`config.mk`:
```
export PLATFORM = sky130hd
export DESIGN_NAME = fpro_bus_master
export DESIGN_NICKNAME = d
export VERILOG_FILES = /design/src/rtl/fpro_bus_pkg.sv /design/src/rtl/fpro_bus_master.sv
export SDC_FILE = /design/constraint.sdc
export NUM_CORES = 1
export LEC_CHECK = 0
export ABC_AREA = 1
export CAP_MARGIN = 20
export CORE_MARGIN = 1
export CORE_UTILIZATION = 43
export CTS_BUF_LIST = sky130_fd_sc_hd__clkbuf_2
export DETAILED_ROUTE_END_ITERATION = 16
export PLACE_DENSITY = 0.91
export SLEW_MARGIN = 20
export SYNTH_ARGS = -nofsm -noshare
export SYNTH_HDL_FRONTEND = slang
export SYNTH_SLANG_ARGS = --single-unit
export TNS_END_PERCENT = 30
```
`constraint.sdc`:
```
create_clock -name clk -period 1.5 [get_ports clk]
set_input_delay 0.3 -clock clk [delete_from_list [all_inputs] [get_ports clk]]
set_output_delay 0.3 -clock clk [all_outputs]
set_load 0.02 [all_outputs]
```
`src/rtl/fpro_bus_pkg.sv`:
```
// Shared FPro bus widths, master FSM state type and address-step helper.
package fpro_bus_pkg;

  localparam int FPRO_ADDR_W = 21;
  localparam int FPRO_DATA_W = 32;
  localparam int SLOT_W      = 6;
  localparam int REG_W       = 5;

  // RD_CAP is only entered when FPRO_MST_RD_REG_EN is defined.
  typedef enum logic [2:0] {
    IDLE,
    WRITE,
    RD_ISSUE,
    RD_CAP,
    RD_RSP
  } state_t;

  // Address for the next beat: held for FIFO-style registers, otherwise +1 wrapping at 2^21.
  function automatic logic [FPRO_ADDR_W-1:0] next_addr(input logic [FPRO_ADDR_W-1:0] a,
                                                       input logic                   fix);
    return fix ? a : a + FPRO_ADDR_W'(1);
  endfunction

endpackage

```
`src/rtl/fpro_bus_master.sv`:
```
// FPro MMIO bus initiator: command + write-data streams in, registered mmio
// strobes out, read data returned as a single-entry response stream.
// Build option: FPRO_MST_RD_REG_EN adds an RD_CAP state so read data is
// sampled one cycle after the strobe (slots with registered rd_data).
//
// Handshakes: a beat transfers on a rising clk edge where valid && ready;
// valid may not depend on ready, and rsp_data/rsp_last hold while
// rsp_valid && !rsp_ready.
module fpro_bus_master
  import fpro_bus_pkg::*;
#(
  parameter int LEN_W = 4
) (
  input  logic                   clk,
  input  logic                   reset,
  input  logic                   cmd_valid,
  output logic                   cmd_ready,
  input  logic                   cmd_wr,
  input  logic                   cmd_fix,
  input  logic [FPRO_ADDR_W-1:0] cmd_addr,
  input  logic [LEN_W-1:0]       cmd_len,
  input  logic                   wd_valid,
  output logic                   wd_ready,
  input  logic [FPRO_DATA_W-1:0] wd_data,
  output logic                   rsp_valid,
  input  logic                   rsp_ready,
  output logic [FPRO_DATA_W-1:0] rsp_data,
  output logic                   rsp_last,
  output logic                   busy,
  output logic                   mmio_cs,
  output logic                   mmio_wr,
  output logic                   mmio_rd,
  output logic [FPRO_ADDR_W-1:0] mmio_addr,
  output logic [FPRO_DATA_W-1:0] mmio_wr_data,
  input  logic [FPRO_DATA_W-1:0] mmio_rd_data,
  output state_t                 dbg_state
);

  state_t                 state_q, state_d;
  logic [FPRO_ADDR_W-1:0] addr_q, addr_d;
  logic [LEN_W-1:0]       cnt_q, cnt_d;
  logic                   fix_q, fix_d;
  logic                   cs_q, cs_d, wr_q, wr_d, rd_q, rd_d;
  logic [FPRO_ADDR_W-1:0] maddr_q, maddr_d;
  logic [FPRO_DATA_W-1:0] mwdata_q, mwdata_d;
  logic                   rsp_valid_q, rsp_valid_d;
  logic [FPRO_DATA_W-1:0] rsp_data_q, rsp_data_d;
  logic                   rsp_last_q, rsp_last_d;

  // Next-state and registered-output decode; strobes default low so each lasts one cycle.
  always_comb begin
    state_d     = state_q;
    addr_d      = addr_q;
    cnt_d       = cnt_q;
    fix_d       = fix_q;
    cs_d        = 1'b0;
    wr_d        = 1'b0;
    rd_d        = 1'b0;
    maddr_d     = maddr_q;
    mwdata_d    = mwdata_q;
    rsp_valid_d = rsp_valid_q;
    rsp_data_d  = rsp_data_q;
    rsp_last_d  = rsp_last_q;
    cmd_ready   = 1'b0;
    wd_ready    = 1'b0;
    case (state_q)
      IDLE: begin
        cmd_ready = 1'b1;
        if (cmd_valid) begin
          addr_d = cmd_addr;
          cnt_d  = cmd_len;
          fix_d  = cmd_fix;
          if (cmd_wr) begin
            state_d = WRITE;
          end else begin
            // First read strobe is visible in the RD_ISSUE cycle.
            state_d = RD_ISSUE;
            cs_d    = 1'b1;
            rd_d    = 1'b1;
            maddr_d = cmd_addr;
          end
        end
      end
      WRITE: begin
        wd_ready = 1'b1;
        if (wd_valid) begin
          cs_d     = 1'b1;
          wr_d     = 1'b1;
          maddr_d  = addr_q;
          mwdata_d = wd_data;
          addr_d   = next_addr(addr_q, fix_q);
          cnt_d    = cnt_q - LEN_W'(1);
          if (cnt_q == '0) state_d = IDLE;
        end
      end
      RD_ISSUE: begin
`ifdef FPRO_MST_RD_REG_EN
        state_d = RD_CAP;
`else
        rsp_data_d  = mmio_rd_data;
        rsp_valid_d = 1'b1;
        rsp_last_d  = (cnt_q == '0);
        state_d     = RD_RSP;
`endif
      end
`ifdef FPRO_MST_RD_REG_EN
      RD_CAP: begin
        rsp_data_d  = mmio_rd_data;
        rsp_valid_d = 1'b1;
        rsp_last_d  = (cnt_q == '0);
        state_d     = RD_RSP;
      end
`endif
      RD_RSP: begin
        if (rsp_ready) begin
          rsp_valid_d = 1'b0;
          rsp_last_d  = 1'b0;
          if (rsp_last_q) begin
            state_d = IDLE;
          end else begin
            addr_d  = next_addr(addr_q, fix_q);
            cnt_d   = cnt_q - LEN_W'(1);
            cs_d    = 1'b1;
            rd_d    = 1'b1;
            maddr_d = next_addr(addr_q, fix_q);
            state_d = RD_ISSUE;
          end
        end
      end
      default: state_d = IDLE;
    endcase
  end

  // State and output registers; asynchronous reset aborts any burst and drops strobes at once.
  always_ff @(posedge clk or negedge reset) begin
    if (!reset) begin
      state_q     <= IDLE;
      addr_q      <= '0;
      cnt_q       <= '0;
      fix_q       <= 1'b0;
      cs_q        <= 1'b0;
      wr_q        <= 1'b0;
      rd_q        <= 1'b0;
      maddr_q     <= '0;
      mwdata_q    <= '0;
      rsp_valid_q <= 1'b0;
      rsp_data_q  <= '0;
      rsp_last_q  <= 1'b0;
    end else begin
      state_q     <= state_d;
      addr_q      <= addr_d;
      cnt_q       <= cnt_d;
      fix_q       <= fix_d;
      cs_q        <= cs_d;
      wr_q        <= wr_d;
      rd_q        <= rd_d;
      maddr_q     <= maddr_d;
      mwdata_q    <= mwdata_d;
      rsp_valid_q <= rsp_valid_d;
      rsp_data_q  <= rsp_data_d;
      rsp_last_q  <= rsp_last_d;
    end
  end

  assign busy         = (state_q != IDLE);
  assign mmio_cs      = cs_q;
  assign mmio_wr      = wr_q;
  assign mmio_rd      = rd_q;
  assign mmio_addr    = maddr_q;
  assign mmio_wr_data = mwdata_q;
  assign rsp_valid    = rsp_valid_q;
  assign rsp_data     = rsp_data_q;
  assign rsp_last     = rsp_last_q;
  assign dbg_state    = state_q;

endmodule
```
# Yosys cells after proc, flatten, opt, wreduce, memory -nomap -nowiden
# Index checks and enable logic that the tools add are counted.
# Widths: inputs -> output; s select.
[totals]
ff_bits = 119
inputBits = 96
out_inout_bits = 96
word_cells = 69
[classes]
addsub = 2
n_eq_ne = 9
muxes = 35
n_reduce_logical = 11
[op_table]
columns = ["op", "n"]
rows = [
  ["$mux 21", 8],
  ["$pmux 21 s3", 2],
  ["$add 21x1->21 const B", 1],
  ["$mux 4", 4],
  ["$mux 3", 4],
  ["$ne 2x2->1 const B", 6],
  ["$pmux 3 s4", 1],
  ["$pmux 4 s3", 1],
  ["$mux 1", 9],
  ["$pmux 1 s2", 3],
  ["$reduce_and 2->1", 3],
  ["$reduce_and 6->1", 1],
  ["$reduce_bool 3->1", 2],
  ["$reduce_and 5->1", 1],
  ["$logic_not 4->1", 1],
  ["$mux 2", 2],
  ["$reduce_and 4->1", 1],
  ["$sub 4x1->4 const B", 1],
  ["$eq 3x1->1 const B", 1],
  ["$eq 3x2->1 const B", 1],
  ["$eq 3x3->1 const B", 1],
  ["$logic_not 3->1", 1],
  ["$pmux 1 s3", 1],
  ["$reduce_bool 2->1", 1],
]

# Longest topological paths before layout
# Gate-level depths: netlist of the first run.
[depth]
ltp_word = 5
depth_mapped = 10
mapped_depth_nobuf = 10

# Least setup slack after synthesis of the first run
# Ideal clock, no wire load.
[synth_path]
kind = "register to register"
start = "register state_q[0] (netlist: dbg_state[0])"
end = "register maddr_q[19] (netlist: mmio_addr[19])"
arrival_ns = 1.528
slack_ns = -0.149
stages_incl_launch_ff = 11
n_path_buf = 2
synth_period_minus_slack_ns = 1.649
cell_sequence = "dfrtp_1 -> inv_2 -> nand2_4 -> nor2_4 -> nand2_1 -> nand2_2 -> nor2_4 -> buf_6 -> buf_6 -> nor2_1 -> a21oi_1"
[synth_between]
elab_chain_len = 3
[synth_rtl]
columns = ["item", "line_no", "rtl"]
rows = [
  ["start, declared", "fpro_bus_master.sv:39", "state_t state_q, state_d;"],
  ["start signal, assigned", "fpro_bus_master.sv:150", "state_q <= state_d;"],
  ["$eq 3x3->1, or another cell as far along", "fpro_bus_master.sv:66", "case (state_q)"],
  ["$ne 2x2->1 (no line) / $reduce_bool 3->1 (equally long branches)", "-", ""],
  ["$reduce_and 6->1 (no line)", "-", ""],
  ["end signal, assigned", "fpro_bus_master.sv:157", "maddr_q <= maddr_d;"],
  ["end, declared", "fpro_bus_master.sv:44", "logic [FPRO_ADDR_W-1:0] maddr_q, maddr_d;"],
]
# Parallel ways exist; a longest one is shown, timed or not.
# A chain may end at the register's enable or synchronous reset.

# Worst setup path after layout of the first run
[layout_path]
start = "register state_q[1] (netlist: dbg_state[1])"
end = "output wd_ready"
[layout_between]
elab_chain_len = 2
[layout_rtl]
columns = ["item", "line_no", "rtl"]
rows = [
  ["$eq 3x1->1", "fpro_bus_master.sv:66", ""],
  ["$mux 1", "fpro_bus_master.sv:66", ""],
  ["end, declared", "fpro_bus_master.sv:23", "output logic wd_ready,"],
]
# No other way between the ends.

==> results of run 1 <==
[sequential cells by signal (all words and copies together) (netlist names)]
| name | flops |
|---|---|
| addr_q | 21 |
| cnt_q | 4 |
| dbg_state | 3 |
| fix_q | 1 |
| mmio_addr | 21 |
| mmio_cs | 1 |
| mmio_rd | 1 |
| mmio_wr | 1 |
| mmio_wr_data | 32 |
| rsp_data | 32 |
| rsp_last | 1 |
| rsp_valid | 1 |
[placed cells by master, fill, tap and decap left out, types with 11 or more instances in the layout]
cell             synthesis  layout
nand3_1                 28      26
buf_2                   11      35
dfrtp_1                119     115
buf_12                   0      13
buf_4                    8      59
a21oi_1                 38      34
mux2_2                  32      30
nand2_1                216     207
clkdlybuf4s50_1          0      94
buf_6                    2      74
o21ai_0                 15      12
inv_1                   44      42
nor2_1                 100      85
nor2_2                   2      11
clkbuf_2                 0      19
[layer usage]
| metal | part of all wire | global-route usage | vias up |
|---|---|---|---|
| met5 | 0 | 0 | - |
| met4 | 0.042 | 0.106 | 0 |
| met3 | 0.13 | 0.113 | 93 |
| met2 | 0.49 | 0.457 | 417 |
| met1 | 0.34 | 0.305 | 2867 |
| li1 | - | - | 2772 |
[stage by stage]
stage          area (um^2)  std cells   util
2_1_floorplan         5770        692      -
3_3_place_gp          8290       1084  0.647
3_5_place_dp          8290       1084  0.647
4_1_cts               8580       1132  0.669
5_1_grt               9160       1151  0.715
6_report              9160       1151  0.715
[worst paths after layout]
kind,cells after the start,start,end
worst max register to register,13,dbg_state[1],mmio_addr[7]
worst min register to register,2,mmio_wr_data[11],mmio_wr_data[11]
worst max-delay path,5,dbg_state[1],wd_ready
min in group clk,3,wd_data[16],mmio_wr_data[16]
max in group asynchronous,3,reset,rsp_data[9]
worst min-delay path,2,reset,mmio_addr[13]
[timing repair]
action,4_1_cts,5_1_grt
resized for setup,515,77
hold buffers,1,0
pin swaps,9,16
hold endpoints to repair,119,0
setup buffers,16,15
gates cloned,0,9
setup endpoints to repair,175,201
[layout make-up]
type                    instances  area, um^2
fillers                       878        3660
flip-flops and latches        119        2980
repair buffers                284        2860
multi-input cells             495        2700
well taps                     172         215
inverters                      50         200
clock inverters                12         111
clock buffers                  19        95.1
[logic make-up after synthesis]
kind of cell | share of synthesized area
simple gates | 0.273
flops | 0.517
buf+inv | 0.0610
compound gates | 0.0702
mux | 0.0626
xor+xnor | 0.0122
fa+ha+maj | 0.00434
[power by group through the flow]
stage | Combinational [mW] | Sequential [mW] | Clock (mW)
floorplan | 4.97 | 7.27 | 0
global placement | 11.4 | 5.83 | 0
detailed placement | 11.7 | 5.92 | 0
CTS | 11.9 | 5.93 | 1.99
global route | 15.1 | 6.25 | 2.17
finish | 14.2 | 6.05 | 1.99
==> impl_metrics.env, run 1 <==
export IMPL_status="complete, but fails checks"
export IMPL_violations="setup timing"
export IMPL_yosysWarnings=0
export IMPL_gp_congestion=0.948
export IMPL_synth_seq_cells=119
export IMPL_critical_path_class="reg2out"
export IMPL_synth_nets=790
export IMPL_area_growth_pct=59.1
export IMPL_rsz0062_at_grt="yes"
export IMPL_worst_slack_ns=-0.444
export IMPL_maxCapViolCount=0
export IMPL_path_buf_inv=4
export IMPL_h_tree_depth=4
export IMPL_wirelength_mm=20.4
export IMPL_hold_violations=0
export IMPL_comb_power_share=0.639
export IMPL_die_y_um=118
export IMPL_cp_top_family="flip-flops"
export IMPL_start_util=0.449
export IMPL_grt_total_usage=0.272
export IMPL_core_area_mm2=0.0128
export IMPL_regToRegSetupSlack_ns=-0.39
export IMPL_swShare=0.455
export IMPL_drt_iter0_drc=543
export IMPL_setup_tns_ns=-26.93
export IMPL_cts_tree="done"
export IMPL_cp_required_ns=1.20
export IMPL_drt_pass1_iter_count=7
export IMPL_switchingPower_mw=10.1
export IMPL_pwr_share_seq=0.272
export IMPL_ios=192
export IMPL_clk_latency_ns=0.73
export IMPL_clock_sinks=119
export IMPL_ant_nets=0
export IMPL_cp_max_fo=2
export IMPL_fin_nets=1065
export IMPL_hp_class="in2async"
export IMPL_period_share=1.30
export IMPL_worstMarginPinSlew_ns=0.510
export IMPL_slowest_stage="dfrtp_2"
export IMPL_ys_top_cells_by_area="dfrtp_1, nand2_1, nor2_1, mux2_2, a21oi_1"
export IMPL_die_area_mm2=0.0139
export IMPL_crit_path_start_kind="register"
export IMPL_post_place_ws_ns=-0.302
export IMPL_slew_headroom=0.660
export IMPL_vias_per_cell=5.34
export IMPL_fmax_mhz=514
export IMPL_power_mw=22.3
export IMPL_synth_most_common_cell="nand2_1"
export IMPL_numCtsBuffers=17
export IMPL_avgSynthCellArea_um2=8.32
export IMPL_irDropWorstVdd_mv=1.52
export IMPL_clock_skew_final_ns=0.0286
export IMPL_crit_path_max_incr_delay_ns=0.47
export IMPL_diodes=0
export IMPL_num_vias=6149
export IMPL_overflow=0
export IMPL_clk_path_buf_depth=2
export IMPL_synth_edf_count=0
export IMPL_rows=41
export IMPL_whs_ns=0.0665
export IMPL_min_period_ns=1.94
export IMPL_synth_cells=692
export IMPL_root_buffer="clkbuf_2"
export IMPL_io_buffers=191
export IMPL_drc=0
export IMPL_ys_flop_type="dfrtp_1"
export IMPL_synth_top_area_frac=0.517
export IMPL_grt_pass1_vias=5909
export IMPL_crit_top_cell="inv_4"
export IMPL_synth_distinct_cells=34
export IMPL_grt_pass1_wl_mm=29.4
export IMPL_finalSetupViolCount=187
export IMPL_layout_drive_gt1_share=0.325
export IMPL_p_per_area_mw_per_mm2=2430
export IMPL_netlist_area_mm2=0.00576
export IMPL_cp_end_kind="output pin"
export IMPL_antenna_found_initial=0
export IMPL_grt_start_max_net_pins=33
export IMPL_critPathArrivalTime_ns=1.64
export IMPL_synth_async_reset_ratio=1.00
export IMPL_path_cells="inv_4 > buf_12 > nand3_4 > inv_4 > buf_6"
export IMPL_synth_commonest_cells="nand2_1, dfrtp_1, nor2_1, inv_1, a21oi_1"
export IMPL_p_leak_nw=4.45
export IMPL_avgRoutedWirePerCell_um=17.7
export IMPL_maxSlewViolCount=0
export IMPL_yosysSeqAreaShare=0.517
export IMPL_synth_largest_area_cell="dfrtp_1"
export IMPL_dp_hpwl_mm=12.8
export IMPL_internal_power_mw=12.1
export IMPL_clkSlewWorstSetupHoldPaths_ns=0.19
export IMPL_power_frac_clock=0.090
export IMPL_die_x_um=118
Power figures use the tool's default switching activity.
==> run 2, diff against run 1 <==
SKIP_LAST_GASP = 1   (was not set)
==> run 2 against run 1 <==
  * The flow still finishes with violations (setup timing)
  * Wire length shrank 2.7%
  * Hold slack improved by 0.011 ns
  * Combinational power hardly changed
  * Critical path type unchanged
  * Largest power group unchanged
  * Highest routed layer unchanged
==> impl_metrics.env, run 2 (synthesized netlist as in run 1, its figures left out) <==
export IMPL_min_period_ns=1.93
export IMPL_drt_pass1_iter_count=5
export IMPL_io_buffers=191
export IMPL_slew_headroom=0.670
export IMPL_layout_drive_gt1_share=0.297
export IMPL_clk_path_buf_depth=2
export IMPL_crit_path_start_kind="register"
export IMPL_fmax_mhz=518
export IMPL_worst_slack_ns=-0.430
export IMPL_die_area_mm2=0.0139
export IMPL_worstMarginPinSlew_ns=0.495
export IMPL_clk_latency_ns=0.71
export IMPL_swShare=0.444
export IMPL_cp_startpoint="dbg_state[1]"
export IMPL_dp_hpwl_mm=12.8
export IMPL_maxCapViolCount=0
export IMPL_start_util=0.449
export IMPL_die_y_um=118
export IMPL_wl_met3_mm=2.44
export IMPL_critical_path_class="reg2out"
export IMPL_hp_class="in2async"
export IMPL_power_mw=22.4
export IMPL_fin_nets=1069
export IMPL_overflow=0
export IMPL_h_tree_depth=4
export IMPL_cts_tree="done"
export IMPL_violations="setup timing"
export IMPL_rows=41
export IMPL_finalSetupViolCount=208
export IMPL_area_growth_pct=61.5
export IMPL_wl_met1_mm=6.86
export IMPL_grt_start_max_net_pins=33
export IMPL_ant_nets=0
export IMPL_pwr_share_seq=0.272
export IMPL_r2r_cells=12
export IMPL_path_cells="inv_4 > buf_12 > nand3_4 > inv_4 > buf_6"
export IMPL_internal_power_mw=12.5
export IMPL_cp_max_fo=2
export IMPL_core_area_mm2=0.0128
export IMPL_maxSlewViolCount=0
export IMPL_grt_pass1_wl_mm=29.1
export IMPL_switchingPower_mw=9.96
export IMPL_diodes=0
export IMPL_clkSlewWorstSetupHoldPaths_ns=0.18
export IMPL_p_leak_nw=4.50
export IMPL_final_common_cell="nand2_1"
export IMPL_power_frac_clock=0.088
export IMPL_crit_top_cell="inv_4"
export IMPL_cp_required_ns=1.20
export IMPL_drc=0
export IMPL_die_x_um=118
export IMPL_avgRoutedWirePerCell_um=17.2
export IMPL_top_layer="met4"
export IMPL_cp_end_kind="output pin"
export IMPL_period_share=1.29
export IMPL_root_buffer="clkbuf_2"
export IMPL_status="complete, but fails checks"
export IMPL_crit_path_max_incr_delay_ns=0.46
export IMPL_irDropWorstVdd_mv=1.38
export IMPL_drt_iter0_drc=446
export IMPL_whs_ns=0.0777
export IMPL_p_per_area_mw_per_mm2=2410
export IMPL_reg2reg_from="dbg_state[1]"
export IMPL_antenna_found_initial=0
export IMPL_wl_met2_mm=9.81
export IMPL_grt_pass1_vias=5844
export IMPL_comb_power_share=0.640
export IMPL_slowest_stage="dfrtp_2"
export IMPL_numCtsBuffers=17
export IMPL_grt_total_usage=0.269
export IMPL_clock_sinks=119
export IMPL_vias_per_cell=5.21
export IMPL_num_vias=6022
export IMPL_gp_congestion=0.948
export IMPL_ios=192
export IMPL_clock_skew_final_ns=0.0220
export IMPL_rsz0062_at_grt="yes"
export IMPL_wirelength_mm=19.8
export IMPL_hold_violations=0
export IMPL_critPathArrivalTime_ns=1.63
export IMPL_final_cell_mix="nand2_1, dfrtp_1, clkdlybuf4s50_1, buf_6, nor2_1"
run 2: cell count changes in the layout (fill, tap and decap cells not counted), moves of 3 or more:
cell           previous run  this run
nand2_4                   9         6
buf_4                    59        68
buf_2                    35         0
dlygate4sd2_1             0        15
o21ai_0                  12        15
o21ai_2                   3         0
buf_6                    74        88
nand2_1                 207       211
run 2: repair_timing:
item / in CTS / in global routing
setup endpoints to repair: 175 / 209
cloned: 0 / 9
pin swaps: 1 / 17
hold endpoints to repair: 119 / 0
resized for setup: 360 / 198
hold buffers: 1 / 0
buffers inserted: 16 / 19
run 2: cell type report:
class	count	area (um^2)
clock buffers	19	95.1
clock inverters	12	111
fillers	856	3520
inverters	50	200
multi-input cells	495	2640
flip-flops and latches	119	2980
well taps	172	215
repair buffers	288	3060
run 2: per-stage QoR:
step / TNS, ns / util / worst slack (ns) / instances / cell area (um^2)
2_1_floorplan: -2.31 / - / -0.0846 / 692 / 5770
3_3_place_gp: -12.00 / 0.647 / -0.243 / 1084 / 8290
3_5_place_dp: -15.08 / 0.647 / -0.302 / 1084 / 8290
4_1_cts: -33.79 / 0.674 / -0.436 / 1132 / 8650
5_1_grt: -43.39 / 0.725 / -0.529 / 1155 / 9300
6_report: -26.76 / 0.725 / -0.430 / 1155 / 9300
run 2: critical path: cells and delay by family (launching register included):
family / cells / cell delay (ns)
buffers and inverters: 4 / 0.39
and+or+nand+nor: 1 / 0.08
DFF: 1 / 0.46
run 2: layer usage:
metal  global-route usage  vias to the layer above
met4               0.0905                        0
met1                0.309                     2789
met2                0.449                      378
met3                0.115                       79
li1                     -                     2776
met5                    0                        -
run 2: final timing paths:
kind                               endpoint  slack [ns]
max in group asynchronous       rsp_data[9]        0.86
min                              addr_q[11]        0.08
min in group clk           mmio_wr_data[23]        0.10
min reg2reg                    mmio_addr[3]        0.51
max reg2reg                   mmio_addr[14]       -0.33
max                                wd_ready       -0.43
run 2: power by group through the flow:
| stage | clock, mW | sequential (mW) | combinational, mW |
|---|---|---|---|
| CTS | 1.99 | 5.93 | 11.8 |
| detailed placement | 0 | 5.92 | 11.7 |
| finish | 1.98 | 6.09 | 14.4 |
| floorplan | 0 | 7.27 | 4.97 |
| global placement | 0 | 5.83 | 11.4 |
| global route | 2.17 | 6.29 | 15.3 |
